`src/rtl/mult_share_arbiter_if.sv`:
```
// Requester/result handshake bundle between the FP front ends and the shared-multiplier arbiter.
// The master side issues operand requests and consumes results; the slave side is the arbiter.
interface mult_share_arbiter_if #(
    parameter int N_REQ = 4,
    parameter int ID_W  = 2
);
    logic [N_REQ-1:0]    req_valid;
    logic [N_REQ*25-1:0] req_x;
    logic [N_REQ*25-1:0] req_y;
    logic [N_REQ-1:0]    req_ready;
    logic                res_valid;
    logic [47:0]         res_data;
    logic [ID_W-1:0]     res_id;
    logic                res_err;
    logic                res_ready;

    modport master (
        output req_valid, req_x, req_y, res_ready,
        input  req_ready, res_valid, res_data, res_id, res_err
    );

    modport slave (
        input  req_valid, req_x, req_y, res_ready,
        output req_ready, res_valid, res_data, res_id, res_err
    );
endinterface

```
`src/rtl/mult_share_arbiter.sv`:
```
// Round-robin arbiter sharing one iterative 24x24 Booth mantissa multiplier between N_REQ requesters,
// with operand hand-off, multiplier sequencing through its reset, result return and a timeout watchdog.
//
// state | meaning
// IDLE  | multiplier parked in reset, waiting for any req_valid
// RUN   | multiplier released, operands held, waiting for mul_ready or timeout
// RESP  | result (or timeout error) presented until res_ready
module mult_share_arbiter #(
    parameter int N_REQ   = 4,
    parameter int ID_W    = 2,
    parameter int TIMEOUT = 31
) (
    input  logic                 clk,
    input  logic                 reset_n,
    mult_share_arbiter_if.slave  bus,
    output logic                 busy,
    output logic                 mul_rst,
    output logic [24:0]          mul_x,
    output logic [24:0]          mul_y,
    input  logic [47:0]          mul_out,
    input  logic                 mul_ready
);

    typedef enum logic [1:0] {
        IDLE = 2'd0,
        RUN  = 2'd1,
        RESP = 2'd2
    } state_t;

    state_t          state;
    logic [ID_W-1:0] rr_ptr;
    logic [7:0]      cnt;

    logic            grant_found;
    logic [ID_W-1:0] grant_idx;
    logic [ID_W-1:0] scan_idx;
    logic [24:0]     grant_x;
    logic [24:0]     grant_y;

    // First asserted request at or after rr_ptr, wrapping modulo N_REQ.
    always_comb begin
        grant_found = 1'b0;
        grant_idx   = '0;
        scan_idx    = '0;
        for (int k = 0; k < N_REQ; k++) begin
            scan_idx = ID_W'((int'(rr_ptr) + k) % N_REQ);
            if (!grant_found && bus.req_valid[scan_idx]) begin
                grant_found = 1'b1;
                grant_idx   = scan_idx;
            end
        end
    end

    always_comb begin
        grant_x = '0;
        grant_y = '0;
        for (int i = 0; i < N_REQ; i++) begin
            if (grant_idx == ID_W'(i)) begin
                grant_x = bus.req_x[25*i +: 25];
                grant_y = bus.req_y[25*i +: 25];
            end
        end
    end

    always_ff @(posedge clk) begin
        if (!reset_n) begin
            state         <= IDLE;
            rr_ptr        <= '0;
            cnt           <= '0;
            mul_rst       <= 1'b1;
            mul_x         <= '0;
            mul_y         <= '0;
            busy          <= 1'b0;
            bus.req_ready <= '0;
            bus.res_valid <= 1'b0;
            bus.res_data  <= '0;
            bus.res_id    <= '0;
            bus.res_err   <= 1'b0;
        end else begin
            bus.req_ready <= '0;
            case (state)
                IDLE: begin
                    if (grant_found) begin
                        bus.req_ready <= {{(N_REQ-1){1'b0}}, 1'b1} << grant_idx;
                        mul_x         <= grant_x;
                        mul_y         <= grant_y;
                        bus.res_id    <= grant_idx;
                        rr_ptr        <= (grant_idx == ID_W'(N_REQ-1)) ? '0 : grant_idx + 1'b1;
                        mul_rst       <= 1'b0;
                        cnt           <= '0;
                        busy          <= 1'b1;
                        state         <= RUN;
                    end
                end
                RUN: begin
                    cnt <= cnt + 8'd1;
                    // A ready arriving on the timeout cycle still delivers the product.
                    if (mul_ready) begin
                        bus.res_data  <= mul_out;
                        bus.res_err   <= 1'b0;
                        bus.res_valid <= 1'b1;
                        mul_rst       <= 1'b1;
                        state         <= RESP;
                    end else if (cnt == 8'(TIMEOUT-1)) begin
                        bus.res_data  <= '0;
                        bus.res_err   <= 1'b1;
                        bus.res_valid <= 1'b1;
                        mul_rst       <= 1'b1;
                        state         <= RESP;
                    end
                end
                RESP: begin
                    if (bus.res_ready) begin
                        bus.res_valid <= 1'b0;
                        bus.res_err   <= 1'b0;
                        busy          <= 1'b0;
                        state         <= IDLE;
                    end
                end
                default: state <= IDLE;
            endcase
        end
    end

endmodule

```
`src/flat_wrapper.sv`:
```
// flat-port wrapper written by rule: the top's interface ports become plain ports
module mult_share_arbiter_flat 
#(
    parameter int N_REQ   = 4,
    parameter int ID_W    = 2,
    parameter int TIMEOUT = 31
)
  (clk, reset_n, busy, mul_rst, mul_x, mul_y, mul_out, mul_ready, bus_req_valid, bus_req_x, bus_req_y, bus_res_ready, bus_req_ready, bus_res_valid, bus_res_data, bus_res_id, bus_res_err);
  mult_share_arbiter_if #(.N_REQ(N_REQ), .ID_W(ID_W)) bus_i ();
  input  logic clk;
  input  logic reset_n;
  output logic busy;
  output logic mul_rst;
  output logic [24:0] mul_x;
  output logic [24:0] mul_y;
  input  logic [47:0] mul_out;
  input  logic mul_ready;
  input wire logic [$bits(bus_i.req_valid)-1:0] bus_req_valid;
  input wire logic [$bits(bus_i.req_x)-1:0] bus_req_x;
  input wire logic [$bits(bus_i.req_y)-1:0] bus_req_y;
  input wire logic [$bits(bus_i.res_ready)-1:0] bus_res_ready;
  output wire logic [$bits(bus_i.req_ready)-1:0] bus_req_ready;
  output wire logic [$bits(bus_i.res_valid)-1:0] bus_res_valid;
  output wire logic [$bits(bus_i.res_data)-1:0] bus_res_data;
  output wire logic [$bits(bus_i.res_id)-1:0] bus_res_id;
  output wire logic [$bits(bus_i.res_err)-1:0] bus_res_err;
  assign bus_i.req_valid = bus_req_valid;
  assign bus_i.req_x = bus_req_x;
  assign bus_i.req_y = bus_req_y;
  assign bus_i.res_ready = bus_res_ready;
  assign bus_req_ready = bus_i.req_ready;
  assign bus_res_valid = bus_i.res_valid;
  assign bus_res_data = bus_i.res_data;
  assign bus_res_id = bus_i.res_id;
  assign bus_res_err = bus_i.res_err;
  mult_share_arbiter #(.N_REQ(N_REQ), .ID_W(ID_W), .TIMEOUT(TIMEOUT)) u_core (.clk(clk), .reset_n(reset_n), .bus(bus_i), .busy(busy), .mul_rst(mul_rst), .mul_x(mul_x), .mul_y(mul_y), .mul_out(mul_out), .mul_ready(mul_ready));
endmodule
```
`config.mk`:
```
export PLATFORM = sky130hd
export DESIGN_NAME = mult_share_arbiter_flat
export DESIGN_NICKNAME = d
export VERILOG_FILES = /design/src/rtl/mult_share_arbiter_if.sv /design/src/rtl/mult_share_arbiter.sv /design/src/flat_wrapper.sv
export SDC_FILE = /design/constraint.sdc
export NUM_CORES = 1
export LEC_CHECK = 0
export ABC_AREA = 0
export BUFFER_PORTS_ARGS = -buffer_cell sky130_fd_sc_hd__buf_2
export CORE_AREA = 2 2 141 143
export DETAILED_ROUTE_END_ITERATION = 6
export DIE_AREA = 0 0 143 145
export PLACE_DENSITY_LB_ADDON = 0.2
export REMOVE_ABC_BUFFERS = 1
export SLEW_MARGIN = 20
export SYNTH_ARGS = -nofsm -noshare
export SYNTH_HDL_FRONTEND = slang
export SYNTH_SLANG_ARGS = --single-unit
```
`constraint.sdc`:
```
create_clock -name clk -period 7.1 [get_ports clk]
set_clock_uncertainty 0.15 [all_clocks]
set_input_delay 0.355 -clock clk [delete_from_list [all_inputs] [get_ports clk]]
set_output_delay 0.355 -clock clk [all_outputs]
set_load 0.02 [all_outputs]
```
== Word-level counts from Yosys, hierarchy flattened ==
Index checks and enable logic that the tools add are counted.
Cells by class
  equality and inequality tests: 9
  shifts and indexed selects: 1
  $mul: 0
  $add $sub $neg: 5
  reductions and logical operators: 20
  bitwise gates (word level): 0
  magnitude comparators: 4
  div/mod/pow operators: 0
  multiplexer cells: 44
Operators by type and width (count)
  25-bit 2-to-1 mux: 8
  48-bit 2-to-1 mux: 2
  2-bit 2-to-1 mux: 9
  8-bit one-hot mux with 2 select lines: 1
  3-bit AND reduction: 5
  1-bit 2-to-1 mux: 14
  2-bit by 3-bit less-than comparator with 1-bit output, second input constant: 4
  8-bit by 1-bit adder with 8-bit output, second input constant: 1
  1-bit binary-select mux with 2-bit select: 4
  8-bit by 5-bit equality test with 1-bit output, second input constant: 1
  8-bit 2-to-1 mux: 1
  1-bit one-hot mux with 2 select lines: 4
  2-bit nonzero test: 4
  2-bit equality test, second input constant: 3
  2-bit one-hot mux with 3 select lines: 1
  2-bit AND reduction: 3
  2-bit by 1-bit adder with 2-bit output, second input constant: 2
  2-bit adder, second input constant: 2
  2-bit by 1-bit equality test with 1-bit output, second input constant: 2
  2-bit logical NOT: 2
  1-bit by 2-bit left shift with 4-bit output, first input constant: 1
  1-bit logical AND: 3
  1-bit logical NOT: 3
  3-bit by 2-bit inequality test with 1-bit output, second input constant: 1
  other kinds (2): 2
Storage, ports and cells
  input port bits: 256
  register bits: 120
  memory bits (writable): 0
  logic and storage cells: 95
  bits in read-only memories: 0
  output and inout port bits: 108
  memories: 0
  bits in latches: 0

== Longest topological paths before layout ==
  word-level depth: 17
  mapped depth: 12
  depth with buffers taken out: 9

== Worst setup path before layout ==
No wires, ideal clock.
  kind: input -> register
  start point: in bus_req_valid[0]
  end point: reg u_core.mul_x[4]
  path slack: 4.628 ns
  library setup time: 0.070 ns
  data required time: 6.880 ns
  buffers on the path: 3
  arrival time: 2.252 ns
  stages on the path: 12
  cell sequence: nor4_2 -> inv_1 -> nand4_1 -> inv_1 -> ha_1 -> clkbuf_1 -> nor2b_1 -> clkbuf_1 -> buf_2 -> a221oi_1 -> a211o_1 -> a21oi_1
On the way
  cells in the longest elaborated chain, start to end: 17
  elaborated cells between the ends (all ways): 31
  classes of those cells: eq/ne: 3; mux: 20; reduce/logical: 8
Ends and longest elaborated chain
  from (decl): RTL line flat_wrapper.sv:18  | input wire logic [$bits(bus_i.req_valid)-1:0] bus_req_valid;
  1-bit binary-select mux with 2-bit select: RTL line mult_share_arbiter.sv:47  | if (!grant_found && bus.req_valid[scan_idx]) begin
  1-bit 2-to-1 mux (not written as such): RTL line mult_share_arbiter.sv:47
  1-bit 2-to-1 mux: RTL line mult_share_arbiter.sv:47
  1-bit logical NOT: RTL line mult_share_arbiter.sv:47
  1-bit logical AND: RTL line mult_share_arbiter.sv:47
  1-bit 2-to-1 mux: RTL line mult_share_arbiter.sv:47
  1-bit logical NOT: RTL line mult_share_arbiter.sv:47
  1-bit logical AND: RTL line mult_share_arbiter.sv:47
  1-bit 2-to-1 mux: RTL line mult_share_arbiter.sv:47
  1-bit logical NOT: RTL line mult_share_arbiter.sv:47
  1-bit logical AND: RTL line mult_share_arbiter.sv:47
  2-bit 2-to-1 mux *: RTL line mult_share_arbiter.sv:47
  net u_core.grant_idx[0]: RTL line mult_share_arbiter.sv:35  | logic [ID_W-1:0] grant_idx;
  2-bit logical NOT: RTL line mult_share_arbiter.sv:58  | if (grant_idx == ID_W'(i)) begin
  25-bit 2-to-1 mux (3 in series): RTL line mult_share_arbiter.sv:58
  25-bit 2-to-1 mux *: RTL line mult_share_arbiter.sv:58
  to (signal assigned): RTL line mult_share_arbiter.sv:85  | mul_x <= grant_x;
  to (decl): RTL line mult_share_arbiter.sv:18  | output logic [24:0] mul_x,
The timed path passes the listed nets; every way through them passes the cells marked *. The select of a mux whose other input is x is not followed.
A chain may end at the register's enable or synchronous reset.

== Final worst setup path ==
  start point: reg u_core.rr_ptr[1]
  end point: reg u_core.mul_x[18]
On the way
  cells in the longest elaborated chain, start to end: 17
  elaborated cells between the ends (all ways): 34
  classes of those cells: add/sub: 3; eq/ne: 3; mux: 20; reduce/logical: 8
Ends and longest elaborated chain
  from (decl): RTL line mult_share_arbiter.sv:31  | logic [ID_W-1:0] rr_ptr;
  from (signal assigned): RTL line mult_share_arbiter.sv:88  | rr_ptr <= (grant_idx == ID_W'(N_REQ-1)) ? '0 : grant_idx + 1'b1;
  branches (longest 11 deep; another with 2-bit by 1-bit adder with 2-bit output)
  2-bit 2-to-1 mux *: RTL line mult_share_arbiter.sv:47
  net u_core.grant_idx[1]: RTL line mult_share_arbiter.sv:35
  2-bit logical NOT: RTL line mult_share_arbiter.sv:58
  25-bit 2-to-1 mux (3 in series): RTL line mult_share_arbiter.sv:58
  25-bit 2-to-1 mux *: RTL line mult_share_arbiter.sv:58
Mark *: on every way through the listed nets, which the timed path passes. The select of a mux whose other input is x is not followed.

==> summary.md <==
| Metric | Value |
|---|---|
| Pwr dens | 299 nW/µm² |
| Switching Share | 34.6% |
| CTS tree | done |
| Worst hold path depth | 2 |
| WP data required | 7.25 ns |
| Reg-to-reg startpoint | u_core.rr_ptr[1] |
| Final TNS setup | 0 ns |
| Post-Synthesis Cell Area | 5570 µm² |
| Prevailing post-synth register cell | dfxtp_1 |
| Ys Warns | 0 |
| CP Capture Point | u_core.mul_x[18] |
| Layout cells sized above 1 | 41.1% |
| Tot GR Track Use | 20.0% |
| Most frequent cells after synthesis | dfxtp_1, a21oi_1, inv_1, o21ai_0 |
| Leak | 4.22 nW |
| RSZ-0062 raised after global routing | no |
| Max Freq | 337 MHz |
| Clk pin slew, worst setup/hold paths | 0.06 ns |
| Sequential power share | 31.2% |
| Critical path peak fanout | 72 |
| # DRC | 0 |
| Critical R2R Capture | u_core.mul_x[18] |
| Peak VDD IR | 147 µV |
| Drt first-iter violations | 314 |
| Pwr Total | 2.57 mW |
| Worst-margin pin slew | 0.832 ns |
| Post-synthesis instance total | 633 |
| Max Slew Vio Count | 0 |
| Leading area contributor after synthesis | dfxtp_1 |
| Setup violations, final | 0 |
| Hold_ws | 0.0215 ns |
| Largest net degree at the start of global routing | 79 |
| Vias per std cell | 4.93 |
| Syn-to-layout area delta | 54.3% |
| Port Buffer Count | 363 |
| CTS Root Cell | clkbuf_16 |
| Max-cap viol count | 0 |
| Top-count cell post-synth | dfxtp_1 |
| CTS sink count | 120 |
| Initial Utilization | 29.0% |
| Core area | 19,200 µm² |
| Post-layout min period | 2.97 ns |
| Critical path data arrival time | 3.12 ns |
| GRT overflow | 0 |
| Final core utilization | 44.8% |
| Routed len/inst | 17.0 µm |
| Max Root-Sink Buffers | 2 |
| Vias in the first global route | 6,105 |
| First-pass GRT wire length | 32,600 µm |
| Share of total power in the clock network | 35.8% |
| Synth top area cells | dfxtp_1, a21oi_1, a211o_1, a221oi_1, a22o_1 |
| Die area | 20,700 µm² |
| Max_slew headroom | 44.5% |
| Top cell type's share of synthesized area | 43.1% |
| Seq/Total Area, Yosys | 43.1% |
| Final Wtd Congestion | 0.817 |
| Cts bufs inserted | 17 |
| Type of element capturing the critical path | register |
| Layout Nets | 1,262 |
| Final Cycle Share | 41.8% |
| DR vias | 6,304 |
| Logic pwr share | 33.0% |
| Die H | 145 µm |
| Ports | 364 |
| Dpl hpwl | 15,000 µm |
| Register-to-register setup slack | 4.13 ns |
| First-pass detailed-route iteration total | 5 |
| CP startpoint | u_core.rr_ptr[1] |
| Row count | 51 |
| Dpl cell area | 7560 µm² |
| Internal | 1.68 mW |
| # H-tree levels | 4 |
| Avg Inst Size Synth | 8.80 µm² |
| Final Instance Area | 8600 µm² |
| Flop and latch count out of synthesis | 120 |
| WS Path Type | reg2reg |
| Hold Crit Class | in2reg |
| Setup bufs post-CTS | 0 |
| Synth cell types | 42 |
| Status | finished, final reports clean |
| Synth async-reset ratio | 0% |
| Initial antenna violation count | 1 |
| Sw Pwr | 889 µW |
| FF-to-FF path depth | 8 |
| Latest clock arrival within the worst-skew pair | 0.41 ns |
| Final WL | 21,800 µm |
| Startpoint Class | register |
| Post-synth EDFFs | 0 |
| Die Wd | 143 µm |
| Final Hold Vio Count | 0 |
| Antenna Nets Post-Route | 0 |
==> power by group through the flow <==
stage	registers [mW]	clock network [mW]	logic, mW
after floorplan	0.913	0	0.430
after global placement	0.815	0	0.834
after detailed placement	0.814	0	0.840
after CTS	0.801	0.945	0.856
after global routing	0.812	0.979	0.929
final	0.802	0.921	0.849
==> sequential cells by signal, indices dropped and copies added (netlist names) <==
name and count:
u_core.mul_x 25, u_core.rr_ptr 2, u_core.bus.res_err 1, u_core.mul_rst 1, u_core.bus.res_valid 1, u_core.state 2, u_core.bus.res_data 48, u_core.cnt 8
u_core.bus.res_id 2, u_core.bus.req_ready 4, u_core.mul_y 25, u_core.busy 1
==> kinds of logic after synthesis <==
kind of cell	count (synthesis)	share of synthesized area [%]
AND/OR/NAND/NOR	50	4.96
buffers and inverters	123	9.05
flip-flops	120	43.1
multiplexers	1	0.202
AO/OA/AOI/OAI	332	41.2
adder cells (fa/ha/maj)	6	1.35
XOR/XNOR	1	0.157
==> layout make-up <==
| type | count | area, µm² |
|---|---|---|
| clock buffer | 18 | 439 |
| tap | 265 | 332 |
| inverter | 58 | 218 |
| fill | 1925 | 10600 |
| timing repair buffer | 413 | 2290 |
| multi-input combinational | 390 | 2720 |
| antenna | 1 | 2.50 |
| sequential | 120 | 2400 |
| clock inverter | 14 | 186 |
==> how the worst min path moves through the flow <==
stage / start / endpoint / slack [ns]
6_report: mul_out[43] / u_core.bus.res_data[43] / 0.02
5_1_grt: mul_out[2] / u_core.bus.res_data[2] / 0.005
4_1_cts: mul_out[34] / u_core.bus.res_data[34] / 0.0009
3_5_place_dp: u_core.mul_rst / u_core.mul_rst / 0.29
3_3_place_gp: u_core.mul_rst / u_core.mul_rst / 0.28
2_1_floorplan: mul_ready / u_core.bus.res_err / 0.30
==> worst max-delay path: stages, from the launching register on <==
cell and delay (ns):
dfxtp_1 0.40, a21oi_1 0.11, o31ai_1 0.56, inv_1 0.29, ha_4 0.36, buf_4 0.39, a221oi_1 0.36, a211o_1 0.16
a21oi_1 0.06
==> through the flow <==
step,setup WS (ns),std cells
after floorplan,2.76,568
after global placement,3.87,1205
after detailed placement,3.83,1205
after CTS,4.12,1276
after global routing,3.89,1279
final,4.13,1279
==> cells in the final DEF (no fill, tap or decap), drive strengths merged, types with 2 or more instances in the layout <==
cell / Yosys / layout
buf: 19 / 372
dfxtp: 120 / 120
a21oi: 107 / 107
inv: 58 / 65
o21ai: 56 / 56
a221oi: 50 / 50
a211o: 50 / 50
a22o: 48 / 48
dlygate4sd3: 0 / 41
clkbuf: 46 / 18
nand2: 11 / 11
nor2: 8 / 8
nor3: 7 / 7
ha: 6 / 6
o21a: 5 / 5
nand3: 5 / 5
nand2b: 4 / 4
nor2b: 4 / 4
a31oi: 3 / 3
a211oi: 3 / 3
bufinv: 0 / 3
nor4: 3 / 3
a21o: 2 / 2
nand4: 2 / 2
o31ai: 2 / 2
a21boi: 2 / 2
nor3b: 2 / 2
clkinvlp: 0 / 2
clkinv: 0 / 2
==> metal layers <==
metal | share of wire (%) | global-route usage, % | up-vias
met5 | 0 | 0 | -
met4 | 1.8 | 5.89 | 0
met3 | 8.1 | 6.30 | 24
met2 | 49 | 34.3 | 276
met1 | 42 | 23.8 | 2882
li1 | - | - | 3122
==> timing repair <==
item                      4_1_cts  5_1_grt
hold buffers                   39        2
hold endpoints to repair       39        2
resized for setup               0        0
Power figures use the tool's default switching activity.
